[config.mk]
export PLATFORM = sky130hd
export DESIGN_NAME = dp_acc
export DESIGN_NICKNAME = d
export VERILOG_FILES = /design/src/rtl/dp_pkg.sv /design/src/rtl/fp32_add.sv /design/src/rtl/dp_acc.sv
export SDC_FILE = /design/constraint.sdc
export NUM_CORES = 1
export LEC_CHECK = 0
export BUFFER_PORTS_ARGS = -buffer_cell sky130_fd_sc_hd__buf_4
export CAP_MARGIN = 15
export CELL_PAD_IN_SITES_DETAIL_PLACEMENT = 1
export CELL_PAD_IN_SITES_GLOBAL_PLACEMENT = 2
export CORE_ASPECT_RATIO = 2
export CORE_MARGIN = 10
export CORE_UTILIZATION = 40
export DETAILED_ROUTE_END_ITERATION = 7
export MAX_ROUTING_LAYER = met4
export PLACE_DENSITY_LB_ADDON = 0.1
export SETUP_SLACK_MARGIN = 0.02
export SLEW_MARGIN = 25
export SYNTH_ARGS = -nofsm -noshare
export SYNTH_HDL_FRONTEND = slang
export SYNTH_HIERARCHICAL = 1
export SYNTH_SLANG_ARGS = --single-unit
[constraint.sdc]
create_clock -name clk -period 18.7 [get_ports clk]
set_input_delay 1.87 -clock clk [delete_from_list [all_inputs] [get_ports clk]]
set_output_delay 1.87 -clock clk [all_outputs]
set_load 0.02 [all_outputs]
[src/rtl/dp_pkg.sv]
// Shared FP32 constants and types for the dot-product accumulator.
// Imported by dp_acc and its fp32_add datapath.
package dp_pkg;

   localparam int EXP_W      = 8;
   localparam int MAN_W      = 23;
   localparam int BIAS       = 127;
   localparam int DP_LAT_DEF = 4;

   localparam logic [31:0] FP32_QNAN = 32'h7FC0_0000;
   localparam logic [31:0] FP32_PINF = 32'h7F80_0000;
   localparam logic [31:0] FP32_NINF = 32'hFF80_0000;

   typedef enum logic {
      EMPTY,
      ACCUM
   } acc_state_t;

endpackage

[src/rtl/fp32_add.sv]
// Combinational FP32 adder: align, add/sub, LZC normalize, RNE round.
// Subnormals in and out are flushed to signed zero.
module fp32_add
   import dp_pkg::*;
(
   input  logic [31:0] a,
   input  logic [31:0] b,
   output logic [31:0] y
);

   logic             sa, sb;
   logic [EXP_W-1:0] ea, eb;
   logic [MAN_W-1:0] fa, fb;
   logic             a_nan, b_nan, a_inf, b_inf, a_zero, b_zero;

   assign sa = a[31];
   assign sb = b[31];
   assign ea = a[30:23];
   assign eb = b[30:23];
   assign fa = a[22:0];
   assign fb = b[22:0];

   assign a_nan  = (ea == 8'hFF) && (fa != '0);
   assign b_nan  = (eb == 8'hFF) && (fb != '0);
   assign a_inf  = (ea == 8'hFF) && (fa == '0);
   assign b_inf  = (eb == 8'hFF) && (fb == '0);
   assign a_zero = (ea == '0);
   assign b_zero = (eb == '0);

   logic             s_big;
   logic [EXP_W-1:0] e_big, d;
   logic [26:0]      m_big, m_small, m_al;
   logic [27:0]      w;
   logic [4:0]       lz;
   logic [26:0]      n;
   logic [9:0]       e_n, e_r;
   logic [24:0]      m_r;
   logic [22:0]      f_r;
   logic             inc;

   always_comb begin
      // Operand with the larger magnitude drives sign and exponent
      if ({eb, fb} > {ea, fa}) begin
         s_big   = sb;
         e_big   = eb;
         d       = eb - ea;
         m_big   = {1'b1, fb, 3'b000};
         m_small = {1'b1, fa, 3'b000};
      end else begin
         s_big   = sa;
         e_big   = ea;
         d       = ea - eb;
         m_big   = {1'b1, fa, 3'b000};
         m_small = {1'b1, fb, 3'b000};
      end

      if (d >= 8'd27)
         m_al = 27'd1;
      else
         m_al = (m_small >> d)
              | {26'd0, |(m_small << (5'd27 - d[4:0]))};

      if (sa ^ sb)
         w = {1'b0, m_big} - {1'b0, m_al};
      else
         w = {1'b0, m_big} + {1'b0, m_al};

      lz = 5'd27;
      for (int i = 0; i < 27; i++)
         if (w[i]) lz = 5'(26 - i);

      if (w[27]) begin
         n   = w[27:1] | {26'd0, w[0]};
         e_n = {2'b00, e_big} + 10'd1;
      end else begin
         n   = w[26:0] << lz;
         e_n = {2'b00, e_big} - {5'd0, lz};
      end

      inc = n[2] & ((|n[1:0]) | n[3]);
      m_r = {1'b0, n[26:3]} + {24'd0, inc};
      if (m_r[24]) begin
         e_r = e_n + 10'd1;
         f_r = m_r[23:1];
      end else begin
         e_r = e_n;
         f_r = m_r[22:0];
      end

      if (a_nan || b_nan || (a_inf && b_inf && (sa != sb)))
         y = FP32_QNAN;
      else if (a_inf)
         y = sa ? FP32_NINF : FP32_PINF;
      else if (b_inf)
         y = sb ? FP32_NINF : FP32_PINF;
      else if (a_zero && b_zero)
         y = {sa & sb, 31'd0};
      else if (a_zero)
         y = b;
      else if (b_zero)
         y = a;
      else if (w == '0)
         y = 32'd0;
      else if (e_r[9] || (e_r == '0))
         y = {s_big, 31'd0};
      else if (e_r >= 10'd255)
         y = s_big ? FP32_NINF : FP32_PINF;
      else
         y = {s_big, e_r[7:0], f_r};
   end

endmodule

[src/rtl/dp_acc.sv]
// Accumulates FP32 dot-product groups into per-vector sums, with
// issue flags delayed to line up with the dp_pipe result.
module dp_acc
   import dp_pkg::*;
#(
   parameter int DP_LAT = DP_LAT_DEF,
   parameter int CNT_W  = 16
) (
   input  logic             clk,
   input  logic             rst,
   input  logic             issue_valid,
   input  logic             issue_last,
   input  logic             flush,
   input  logic [31:0]      dp_result,
   output logic             sum_valid,
   output logic [31:0]      sum,
   output logic [CNT_W-1:0] sum_count,
   output logic             cnt_ovf
);

   logic [DP_LAT-1:0] vq, lq;
   logic              r_valid, r_last;
   acc_state_t        state;
   logic [31:0]       acc, add_y, ftz_y, nxt_acc;
   logic [CNT_W-1:0]  cnt, nxt_cnt;
   logic              sat;

   assign r_valid = vq[DP_LAT-1];
   assign r_last  = lq[DP_LAT-1];

   fp32_add u_add (
      .a (acc),
      .b (dp_result),
      .y (add_y)
   );

   // First group of a vector is taken as-is apart from FTZ
   assign ftz_y = (dp_result[30:23] == '0)
                ? {dp_result[31], 31'd0} : dp_result;

   assign sat     = &cnt;
   assign nxt_acc = (state == EMPTY) ? ftz_y : add_y;
   assign nxt_cnt = (state == EMPTY) ? CNT_W'(1)
                  : (sat ? cnt : cnt + CNT_W'(1));

   always_ff @(posedge clk or negedge rst) begin
      if (!rst) begin
         vq        <= '0;
         lq        <= '0;
         state     <= EMPTY;
         acc       <= '0;
         cnt       <= '0;
         cnt_ovf   <= 1'b0;
         sum_valid <= 1'b0;
         sum       <= '0;
         sum_count <= '0;
      end else if (flush) begin
         vq        <= '0;
         lq        <= '0;
         state     <= EMPTY;
         acc       <= '0;
         cnt       <= '0;
         cnt_ovf   <= 1'b0;
         sum_valid <= 1'b0;
      end else begin
         vq[0] <= issue_valid;
         lq[0] <= issue_valid & issue_last;
         for (int i = 1; i < DP_LAT; i++) begin
            vq[i] <= vq[i-1];
            lq[i] <= lq[i-1];
         end
         sum_valid <= 1'b0;
         if (r_valid) begin
            acc <= nxt_acc;
            cnt <= nxt_cnt;
            if (state == ACCUM && sat)
               cnt_ovf <= 1'b1;
            if (r_last) begin
               state     <= EMPTY;
               sum_valid <= 1'b1;
               sum       <= nxt_acc;
               sum_count <= nxt_cnt;
            end else begin
               state <= ACCUM;
            end
         end
      end
   end

endmodule

# Word level (Yosys, flattened, before mapping)
# Index checks and enable logic that the tools add are counted.
# totals
wordCells	131
in_bits	37
out_inout_bits	50
regBits	107
# op_classes
n_mux	69
n_reduce_logical	26
n_addsub	10
magnitude_cmp	3
shifts	3
eq_ne	3
bitwise	8
# op_table
operator	n
2-to-1 mux 32 bit	15
2-to-1 mux 5 bit	16
2-to-1 mux 16 bit	4
2-to-1 mux 27 bit	2
bitwise OR 27 x 1 -> 27 bit	2
left shift 27 x 5 -> 27 bit	2
2-to-1 mux 26 bit	2
logical NOT 23 bit	2
nonzero test 23 bit	2
2-to-1 mux 4 bit	10
> comparator 31 bit	1
2-to-1 mux 31 bit	1
adder 27 x 27 -> 28 bit	1
logical NOT 28 bit	1
2-to-1 mux 28 bit	1
subtractor 27 x 27 -> 28 bit	1
OR reduction 27 bit	1
>> shifter 27 x 8 -> 27 bit	1
adder 24 x 1 -> 25 bit	1
2-to-1 mux 23 bit	1
2-to-1 mux 10 bit	2
adder 16 x 1 -> 16 bit (second input constant)	1
equality test 8 bit (second input constant)	2
logical NOT 8 bit	2
other kinds (23)	48

# Depth between registers and ports, before layout
# logic_depth
word_depth	56
mapped_depth	69
depth_no_buf	60

# Hierarchy
# Netlist, hierarchy kept.
# modules_own_cells
module	cells_each	instances	area_per_inst_um2	seq_area_each_um2
fp32_add	2057	1	13326.5	0.0
dp_acc	489	1	4893.4	2677.6

# Least setup slack after synthesis
# Ideal clock, no wire load.
# synth_timing
path_kind	input-to-reg
startpoint	in dp_result[2]
endpoint	reg acc[22]
required_time_ps	18558
t_arrival_ps	13677
n_path_buf	7
setup_time_ps	142
slack_ps	4881
cell_stages	62
cell_sequence	ha_1 a21oi_1 a21o_1 a311oi_1 o41a_2 a21oi_4 a21o_1 nand2_1 inv_2 buf_1 buf_1 ha_1 nand2_1 o21bai_1 nor2_1 a32oi_1 or4b_1 nor2_1 (+26 left out) a21o_1 a21oi_1 xnor2_1 mux2i_1 or2_2 nor4_1 and2_1 nand2_1 o21ai_0 nand2_1 a2111oi_0 o22ai_1 and3b_1 buf_4 a31o_1 a31o_1 a22oi_1 a211oi_1
# synth_via
elab_chain_cells	56
elab_cells_between_ends	79
cone_classes	add/sub: 7; order compare: 3; shift: 3; mux: 49; bitwise: 4; reduce/logical: 13
# synth_rtl
element	line	rtl
start: declaration	dp_acc.sv:14	input logic [31:0] dp_result,
> comparator 31 bit	fp32_add.sv:43	if ({eb, fb} > {ea, fa}) begin
2-to-1 mux 8 bit	fp32_add.sv:43	
subtractor 5 bit	fp32_add.sv:61	| {26'd0, |(m_small << (5'd27 - d[4:0]))};
left shift 27 x 5 -> 27 bit	fp32_add.sv:61	
OR reduction 27 bit	fp32_add.sv:61	
bitwise OR 27 x 1 -> 27 bit	fp32_add.sv:61	
2-to-1 mux 27 bit	fp32_add.sv:57	if (d >= 8'd27)
adder 27 x 27 -> 28 bit / subtractor 27 x 27 -> 28 bit (equally long branches)	fp32_add.sv:66, fp32_add.sv:64	
(+41 left out)	-	
2-to-1 mux 32 bit	fp32_add.sv:96	else if (a_zero && b_zero)
2-to-1 mux 32 bit	fp32_add.sv:94	else if (b_inf)
2-to-1 mux 32 bit	fp32_add.sv:92	else if (a_inf)
2-to-1 mux 32 bit (*)	fp32_add.sv:90	if (a_nan || b_nan || (a_inf && b_inf && (sa != sb)))
via add_y[22]	dp_acc.sv:24	logic [31:0] acc, add_y, ftz_y, nxt_acc;
2-to-1 mux 32 bit (*)	dp_acc.sv:42	assign nxt_acc = (state == EMPTY) ? ftz_y : add_y;
2-to-1 mux 32 bit (*)	dp_acc.sv:73	if (r_valid) begin
2-to-1 mux 32 bit (*)	dp_acc.sv:57	end else if (flush) begin
end signal: assignment	dp_acc.sv:74	acc <= nxt_acc;
end: declaration	dp_acc.sv:24	
# The timed path passes the listed nets; every way through them passes the cells marked *. The select of a mux whose other input is x is not followed.
# A chain may end at the register's enable or synchronous reset.

# Worst setup path after layout
# layout_timing
startpoint	in dp_result[23]
endpoint	reg acc[12]
# layout_via
elab_chain_cells	56
elab_cells_between_ends	83
cone_classes	add/sub: 9; order compare: 3; eq/ne: 1; shift: 3; mux: 50; bitwise: 4; reduce/logical: 13
# layout_rtl
element	line
> comparator 31 bit (tied with other cells)	fp32_add.sv:43
2-to-1 mux 8 bit	fp32_add.sv:43
subtractor 5 bit	fp32_add.sv:61
left shift 27 x 5 -> 27 bit	fp32_add.sv:61
OR reduction 27 bit	fp32_add.sv:61
bitwise OR 27 x 1 -> 27 bit	fp32_add.sv:61
2-to-1 mux 27 bit	fp32_add.sv:57
adder 27 x 27 -> 28 bit / subtractor 27 x 27 -> 28 bit (equally long branches)	fp32_add.sv:66, fp32_add.sv:64
(+41 left out)	-
2-to-1 mux 32 bit	fp32_add.sv:96
2-to-1 mux 32 bit	fp32_add.sv:94
2-to-1 mux 32 bit	fp32_add.sv:92
2-to-1 mux 32 bit (*)	fp32_add.sv:90
via add_y[12]	dp_acc.sv:24
2-to-1 mux 32 bit (*)	dp_acc.sv:42
2-to-1 mux 32 bit (*)	dp_acc.sv:73
2-to-1 mux 32 bit (*)	dp_acc.sv:57
# Marks and branches as above.

==> flow_summary.json <==
{
  "fin_crit_sh_pct": 92.67,
  "rows": 110,
  "wirelength_um": 98430,
  "syn-instance-count": 2546,
  "post-route-min-period_ps": 17330,
  "boundaryPins": 87,
  "synth_seq_area_share_pct": 14.70,
  "port_buffers": 86,
  "cts_hold_buf": 0,
  "area_growth_pct": 7.067,
  "path_clk_slew_ps": 80,
  "cts_sinks": 107,
  "cp-start-kind": "primary input",
  "use_met3_pct": 4.884,
  "cp_max_fo": 36,
  "grt_use_met2_pct": 62.95,
  "endpoint_kind": "flip-flop",
  "die_area_mm2": 0.05500,
  "run_status": "finished, final reports clean",
  "antenna_found_initial": 1,
  "final_area_mm2": 0.01951,
  "cts_resized": 0,
  "synth_ff_type": "dfrtp_1",
  "grt_max_degree": 97,
  "setup_viol": 0,
  "hold_path_class": "reg2reg",
  "path_class": "in2reg",
  "p_leak_nw": 7.731,
  "reg2reg_slack_ps": 2310,
  "track_usage_pct": 36.05,
  "powerDensity_mw_per_mm2": 104.3,
  "drt_iter0_markers": 1345,
  "grt_pass1_wl_um": 146500,
  "ys_seq_elements": 107,
  "die_y_um": 321.8,
  "syn_area_per_cell_um2": 7.156,
  "drt_first_pass_iters": 7,
  "htree_levels": 3,
  "ys_types": 123,
  "cts_tree": "done",
  "synth-edff-count": 0,
  "fin_nets": 2633,
  "insertion_delay_ps": 380,
  "syn_nets": 2663,
  "coreArea_mm2": 0.04501,
  "vias_per_cell": 7.006,
  "drc": 0,
  "required_ps": 18910,
  "hold_viol_final": 0,
  "async_flop_share_pct": 100.0,
  "cts_buffers": 9,
  "grt.overflow.total": 0,
  "worst_slew_pin_slew_ps": 1129,
  "die_x_um": 170.9,
  "gp_congestion": 1.068,
  "place_area_mm2": 0.01919,
  "vias": 21590,
  "busiest_layer": "met2",
  "grt_pass1_vias": 22770,
  "clock.fmax_mhz": 57.70,
  "root_buffer": "clkbuf_16",
  "start_util_pct": 40.48,
  "clockBufferDepth": 2,
  "maxSlewViolCount": 0,
  "crit_path_max_incr_delay_ps": 930,
  "ys.warnings.count": 6,
  "synthesis.area_mm2": 0.01822,
  "drive_gt1_share_pct": 12.30,
  "max-cap-violations": 0,
  "hpwl_um": 79230,
  "worstPathArrival_ps": 17540,
  "vdd_drop_max_mv": 0.07666,
  "slowest_stage": "a211oi_1",
  "ant_nets": 0,
  "wire_per_inst_um": 31.94,
  "utilization_pct": 43.34,
  "crit_top_cell": "buf_4",
  "timing.setup.tns_ps": 0,
  "relSlewSlack_pct": 24.29,
  "grtUsageMet1_pct": 33.47,
  "finalClockSkew_ps": 15.74,
  "post_cts_buffers": 0,
  "rsz0062_at_grt": "false"
}
[synthesized netlist by cell type, types with 17 or more instances]
master / n / area, um^2
a211oi_1: 83 / 623.1
a21o_1: 40 / 300.3
a21oi_1: 171 / 855.8
a22oi_1: 55 / 412.9
a31oi_1: 40 / 250.2
and2_1: 30 / 187.7
and3_1: 37 / 231.5
buf_2: 56 / 280.3
clkbuf_1: 97 / 364.1
dfrtp_1: 107 / 2678
ha_1: 77 / 963.4
inv_1: 73 / 274.0
mux2_2: 29 / 326.6
mux2i_1: 90 / 900.9
nand2_1: 302 / 1134
nand2b_1: 30 / 187.7
nand3_1: 91 / 455.4
nand4_1: 44 / 275.3
nor2_1: 241 / 904.6
nor2b_1: 18 / 112.6
nor3_1: 67 / 335.3
nor4_1: 37 / 231.5
o211ai_1: 58 / 435.4
o21ai_0: 184 / 920.9
o31ai_1: 17 / 127.6
or3_1: 22 / 137.6
xnor2_1: 45 / 394.1
xor2_1: 29 / 254.0
[final cells by class]
class	instances	area [um^2]
Antenna cell	1	2.502
Clock buffer	9	225.2
Clock inverter	7	80.08
Fill cell	5682	25500
Inverter	80	302.8
Multi-Input combinational cell	2178	14470
Sequential cell	107	2680
Tap cell	560	700.7
Timing Repair Buffer	140	1051
[metrics by stage]
step                      cells  hold slack (ps)  power [mW]  setup slack (ps)
final                      3082            464.6       2.035              1370
after global routing       3082            488.3       2.118             654.9
after CTS                  3081            467.0       1.989              1868
after detailed placement   3065            461.3       1.780              1545
after global placement     3065            436.9       1.766              1797
after floorplan            2546            428.7       1.213              4881
[cells by family (layout without fill, tap and decap cells)]
family	count (synthesis)	in the layout	share of synthesized area [%]
AND/OR/NAND/NOR	1003	1003	27.17
AO/OA/AOI/OAI	883	883	33.80
buffers and inverters	261	236	6.332
multiplexers	134	134	8.440
flip-flops	107	107	14.70
adder cells (fa/ha/maj)	80	80	5.617
XOR/XNOR	78	78	3.949
other	0	1	0
[critical path: cells and delay by family]
| kind | cells | cell delay [ps] |
|---|---|---|
| buffers and inverters | 9 | 2110 |
| AOI/OAI and AO/OA | 19 | 5320 |
| and+or+nand+nor | 19 | 5090 |
| muxes | 3 | 900 |
| xor gates and xnor gates | 2 | 670 |
| adders and majority gates | 5 | 1480 |
[state kept, by name (all words and copies together) (netlist names)]
| signal | cells |
|---|---|
| lq | 4 |
| sum_valid | 1 |
| cnt | 16 |
| state | 1 |
| vq | 4 |
| cnt_ovf | 1 |
| sum | 32 |
| sum_count | 16 |
| acc | 32 |
[power by group]
group	total, mW	internal [mW]	switching (mW)
combinational	1.60	0.472	1.12
clock	0.201	0.0955	0.105
sequential	0.238	0.234	0.00470
total	2.04	0.801	1.23
[cell usage in the layout (no fill, tap or decap), drive strengths merged, types with 69 or more instances in the layout]
cell type,count
nand3,94
buf,140
inv,83
nor2,241
a211oi,87
a21oi,176
nor3,69
dfrtp,107
o21ai,200
ha,77
mux2i,93
nand2,303
[worst paths after layout]
kind / startpoint / end / cells after the start
max in group asynchronous: rst / vq[3] / 2
min in group asynchronous: rst / sum[3] / 1
min reg2reg: lq[3] / state / 1
max: dp_result[23] / acc[12] / 57
max reg2reg: acc[23] / acc[12] / 57
min: lq[3] / state / 1
[layer usage]
metal / wire [um] / vias up / part of all wire [%]
met3: 4729 / 479 / 4.8
met5: 0 / - / 0
met2: 50080 / 911 / 51
met1: 32850 / 10650 / 33
met4: 10770 / 0 / 11
li1: - / 9550 / -
(Power assumes the default switching activity.)
